### src/rtl/mem_access_stage.sv
// MEM pipeline stage with MEM/WB register. Loads and stores run over a
// req/ack data-memory bus of variable latency while upstream stages stall.
module mem_access_stage #(
  parameter int unsigned TIMEOUT = 16
) (
  input  logic        clk_i,
  input  logic        rst_i,
  input  logic [31:0] pc4_i,
  input  logic [1:0]  rf_sel_i,
  input  logic        rf_we_i,
  input  logic        dram_we_i,
  input  logic [31:0] alu_c_i,
  input  logic [31:0] rD2_i,
  input  logic [31:0] imm_i,
  input  logic [4:0]  wR_i,
  output logic        dmem_req_o,
  output logic        dmem_we_o,
  output logic [31:0] dmem_addr_o,
  output logic [31:0] dmem_wdata_o,
  input  logic [31:0] dmem_rdata_i,
  input  logic        dmem_ack_i,
  output logic        stall_o,
  input  logic        err_clr_i,
  output logic [1:0]  err_o,
  output logic        rf_we_o,
  output logic [4:0]  wR_o,
  output logic [31:0] wD_o
);

  localparam int unsigned CW = (TIMEOUT > 2) ? $clog2(TIMEOUT) : 1;
  localparam logic [CW-1:0] LAST = (TIMEOUT == 0) ? '0 : CW'(TIMEOUT - 1);

  typedef enum logic [1:0] {IDLE, REQ, RESP} state_t;

  state_t        state, state_nx;
  logic          memop, aligned, timeout_hit, stall, wb_load;
  logic [CW-1:0] cnt;
  logic [31:0]   ldata, sel_val;
  logic [1:0]    err_set;

  // Decode the operation and the write-back source for the current instruction
  always_comb begin
    memop       = dram_we_i | (rf_we_i & (rf_sel_i == 2'b01));
    aligned     = (alu_c_i[1:0] == 2'b00);
    timeout_hit = (TIMEOUT != 0) && (state == REQ) && !dmem_ack_i && (cnt == LAST);
    unique case (rf_sel_i)
      2'b00:   sel_val = alu_c_i;
      2'b01:   sel_val = ldata;
      2'b10:   sel_val = pc4_i;
      default: sel_val = imm_i;
    endcase
  end

  // Next-state, stall and error-set decode
  always_comb begin
    state_nx = state;
    stall    = 1'b0;
    wb_load  = 1'b0;
    err_set  = 2'b00;
    case (state)
      IDLE: begin
        if (memop) begin
          stall    = 1'b1;
          state_nx = aligned ? REQ : RESP;
          err_set  = {~aligned, 1'b0};
        end else begin
          wb_load = 1'b1;
        end
      end
      REQ: begin
        stall = 1'b1;
        if (dmem_ack_i || timeout_hit) state_nx = RESP;
        err_set = {1'b0, timeout_hit};
      end
      RESP: begin
        wb_load  = 1'b1;
        state_nx = IDLE;
      end
      default: state_nx = IDLE;
    endcase
  end

  // Stall is combinational; forced low while reset is held so upstream is never frozen by a stale decode
  assign stall_o = stall & rst_i;

  // State register
  always_ff @(posedge clk_i or negedge rst_i) begin
    if (!rst_i) state <= IDLE;
    else        state <= state_nx;
  end

  // Bus request registers: launched from IDLE, held through REQ, dropped on ack or timeout
  always_ff @(posedge clk_i or negedge rst_i) begin
    if (!rst_i) begin
      dmem_req_o   <= 1'b0;
      dmem_we_o    <= 1'b0;
      dmem_addr_o  <= '0;
      dmem_wdata_o <= '0;
    end else if (state == IDLE && memop && aligned) begin
      dmem_req_o   <= 1'b1;
      dmem_we_o    <= dram_we_i;
      dmem_addr_o  <= alu_c_i;
      dmem_wdata_o <= rD2_i;
    end else if (state == REQ && (dmem_ack_i || timeout_hit)) begin
      dmem_req_o <= 1'b0;
      dmem_we_o  <= 1'b0;
    end
  end

  // Counts REQ cycles without ack; restarts every time the FSM is idle
  always_ff @(posedge clk_i or negedge rst_i) begin
    if (!rst_i)                                  cnt <= '0;
    else if (state == IDLE)                      cnt <= '0;
    else if (state == REQ && !dmem_ack_i && !timeout_hit) cnt <= cnt + CW'(1);
  end

  // Load-data latch: read data on ack, zero on any aborted access
  always_ff @(posedge clk_i or negedge rst_i) begin
    if (!rst_i)                                  ldata <= '0;
    else if (state == IDLE && memop && !aligned) ldata <= '0;
    else if (state == REQ && dmem_ack_i)         ldata <= dmem_rdata_i;
    else if (timeout_hit)                        ldata <= '0;
  end

  // Sticky error flags; a set in the same cycle as a clear wins
  always_ff @(posedge clk_i or negedge rst_i) begin
    if (!rst_i) err_o <= '0;
    else        err_o <= (err_clr_i ? 2'b00 : err_o) | err_set;
  end

  // MEM/WB register: loads on non-memop IDLE and on RESP, bubble otherwise
  always_ff @(posedge clk_i or negedge rst_i) begin
    if (!rst_i) begin
      rf_we_o <= 1'b0;
      wR_o    <= '0;
      wD_o    <= '0;
    end else if (wb_load) begin
      rf_we_o <= rf_we_i;
      wR_o    <= wR_i;
      wD_o    <= sel_val;
    end else begin
      rf_we_o <= 1'b0;
      wR_o    <= '0;
      wD_o    <= '0;
    end
  end

endmodule

### config.mk
export PLATFORM = sky130hd
export DESIGN_NAME = mem_access_stage
export DESIGN_NICKNAME = d
export VERILOG_FILES = /design/src/rtl/mem_access_stage.sv
export SDC_FILE = /design/constraint.sdc
export NUM_CORES = 1
export LEC_CHECK = 0
export ABC_AREA = 0
export CORE_ASPECT_RATIO = 1.75
export CORE_UTILIZATION = 44
export DETAILED_ROUTE_END_ITERATION = 8
export HOLD_SLACK_MARGIN = 0.05
export PLACE_DENSITY = 0.9
export RECOVER_POWER = 25
export SLEW_MARGIN = 25
export SYNTH_ARGS = -nofsm -noshare
export SYNTH_HDL_FRONTEND = slang
export SYNTH_SLANG_ARGS = --single-unit
### constraint.sdc
create_clock -name clk_i -period 4.2 [get_ports clk_i]
set_clock_uncertainty 0.05 [all_clocks]
set_input_delay 1.26 -clock clk_i [delete_from_list [all_inputs] [get_ports clk_i]]
set_output_delay 1.26 -clock clk_i [all_outputs]
set_load 0.05 [all_outputs]
==> qor.csv <==
stage,metric,value,unit
status,status,"complete, no violations",
floorplanning,die_x,91.55,µm
power,power,5.630,mW
synthesis,syn_area_per_cell,16.12,µm²
setup_path,cpMaxStageDelayCell,dlygate4sd3_1,
clock_tree,cts_hold_buf,0,
global_routing,grt_max_degree,89,
sta,finalCriticalPeriod,3.833,ns
synthesis,synth.ff_latch_count,144,
power,p_sw_frac,0.3731,
setup_path,path_cells,dlygate4sd3_1 > and3b_1 > nor3_1 > nor3b_2 > buf_12,
clock_tree,htree_levels,4,
sta,rsz0062_at_grt,false,
global_routing,antenna_found_initial,1,
detailed_routing,initialDrtViolationCount,193,
place,dpl.hpwl,14240,µm
clock_tree,cts_tree,built,
detailed_routing,drt_pass1_iterations,4,
setup_path,slowest_delay,0.60,ns
synthesis,yosys-top-cells-count,"144 x dfrtp_1, 40 x nor3b_1, 37 x mux2_2",
detailed_routing,finalWirelength,19330,µm
final_layout,drive_above_1_share,0.2128,
synthesis,synthDominantCellAreaShare,0.5836,
final_layout,nets,833,
setup_path,worstPathMaxFanout,2,
synthesis,ys_top_cells_by_area,"dfrtp_1 58%, mux4_2 12%, mux2_2 6.7%",
global_routing,grt_overflow,0,
power,intPower,3.530,mW
detailed_routing,routed_via_density,5.616,
place,io_buffers,279,
floorplanning,coreArea,13520,µm²
setup_path,crit_required,2.89,ns
clock_tree,post_cts_resized,0,
setup_path,path_class,in -> out,
sta,finalSetupTns,0,ns
sta,slew_headroom,0.06298,
place,gp_congestion,0.8989,
clock_tree,cts_made_buffers,17,
power,switching_power,2.101,mW
power,vdd_drop_max,0.3530,mV
detailed_routing,vias,4757,
synthesis,netlist_instances,383,
detailed_routing,wire_per_inst,22.82,µm
final_layout,fillers,863,
power,power_leakage,4.079,nW
sta,setup_violations,0,
power,p_comb_frac,0.402,
clock_tree,clk_path_buf_depth,2,
job,drv_cap,0,
synthesis,yosysWarnings,0,
synthesis,synth_seq_area_share,0.5836,
synthesis,synth_fp_nets,557,
global_routing,grt_pass1_vias,5326,
floorplanning,start_util,0.4566,
final_layout,seq_area,3605,µm²
setup_path,crit_path_end_kind,output port,
floorplanning,die_h,158.7,µm
sta,hold_viol_final,0,
power,power_frac_clock,0.268,
synthesis,synth_cell_types,34,
detailed_routing,ant_nets,0,
power,pwr-share-seq,0.330,
floorplanning,row_count,56,
detailed_routing,drc_errors,0,
global_routing,grt_usage,0.2757,
synthesis,synthArstFlopShare,1.000,
worst_hold_path,hp-class,reg -> reg,
clock_tree,clk_pin_slew,0.06,ns
synthesis,synth-edff-count,0,
final_layout,syn_to_final_growth,57.79,%
synthesis,synth_top_flop_cell,dfrtp_1,
sta,max_freq,0.2609,GHz
setup_path,cp_data_arrival_time,2.52,ns
synthesis,yosysTopAreaCell,dfrtp_1,
synthesis,syn_area,6175,µm²
clock_tree,cts_sinks,144,
clock_tree,post_cts_buffers,0,
final_layout,multi_input_area,2405,µm²
clock_tree,worstSkewPairLatency,0.41,ns
synthesis,synth_most_common_cell,dfrtp_1,
sta,slew_violations,0,
floorplanning,boundaryPins,280,
clock_tree,cts_root_buffer,clkbuf_16,
global_routing,grt_pass1_wl,29770,µm
floorplanning,die_area,14530,µm²
sta,period_share,0.9126,
power,powerDensity,577.9,nW/µm²
sta,worst_slew_pin_slew,1.406,ns
setup_path,start_kind,input port,
routing by layer:
metal	vias up	part of all wire	global-route usage
li1	2029	-	-
met5	-	0	0
met2	216	0.56	0.4935
met1	2449	0.34	0.2968
met3	63	0.048	0.05125
met4	0	0.054	0.1623
cells in the final DEF, fill, tap and decap left out, drive strengths merged:
cell type        n
clkdlybuf4s50  273
dfrtp          144
mux2            62
nor3b           40
a32o            33
mux4            32
clkbuf          22
buf             14
o21ai            6
clkinv           6
clkinvlp         4
and2             3
a21oi            3
bufinv           3
inv              3
nand3            2
or3b             2
nand2            2
or3              2
dlygate4sd3      2
diode            1
and3b            1
o21ba            1
o22ai            1
nor2             1
o221ai           1
nor3             1
nor4             1
o31a             1
o22a             1
and3             1
nor2b            1
a21bo            1
o31ai            1
ha               1
worst max-delay path: cells and delay by family:
| kind | cells | cell delay [ns] |
|---|---|---|
| buf+inv | 2 | 0.78 |
| simple gates | 3 | 0.49 |
registers in the layout, summed over array words and instances, names as in the netlist, 2 cells and up:
| register | cells |
|---|---|
| state | 2 |
| dmem_addr_o | 32 |
| err_o | 2 |
| dmem_wdata_o | 32 |
| wD_o | 32 |
| ldata | 32 |
| cnt | 4 |
| wR_o | 5 |
through the flow:
stage | std cells | setup WS, ns | utilization | hold slack, ns | cell area, µm²
floorplan | 383 | 0.4685 | - | 0.4381 | 6180
global placement | 814 | 0.4463 | 0.6773 | 0.4208 | 9159
detailed placement | 814 | 0.4430 | 0.6776 | 0.4259 | 9163
CTS | 846 | 0.4388 | 0.7216 | 0.4436 | 9758
global route | 847 | 0.3247 | 0.7205 | 0.4462 | 9743
finish | 847 | 0.3671 | 0.7205 | 0.4410 | 9743
power groups by stage:
stage	sequential, mW	clock (mW)	combinational [mW]
2_1_floorplan	2.80	0	0.453
3_3_place_gp	1.86	0	2.23
3_5_place_dp	1.88	0	2.27
4_1_cts	1.86	1.54	2.28
5_1_grt	1.89	1.60	2.33
6_report	1.86	1.51	2.26
area by class of cell:
cell class	instances	share of cell area
flip-flops and latches	144	0.3700
diodes	1	0.0002568
clock buffers	18	0.04405
multi-input cells	201	0.2468
clock inverters	14	0.01708
inverters	2	0.0007705
well taps	174	0.02234
repair buffers	293	0.2987
worst paths after layout:
kind                             endpoint  cells after the start  slack, ns            from
max in group asynchronous        wD_o[24]                      3       0.84           rst_i
hold reg to reg            dmem_addr_o[1]                      1       0.44  dmem_addr_o[1]
setup reg to reg                ldata[27]                      5       2.05        state[0]
min in group asynchronous       ldata[10]                      2       1.26           rst_i
hold / removal             dmem_addr_o[1]                      1       0.44  dmem_addr_o[1]
setup / recovery                  stall_o                      5       0.37         rf_we_i
cells by family after synthesis:
logic type      after synthesis  share of synthesized area
buf+inv                      38                    0.03202
fa+ha+maj                     1                   0.002026
flops                       144                     0.5836
simple gates                 57                    0.06768
mux                          94                     0.2419
compound gates               49                    0.07275
Power figures use the tool's default switching activity.
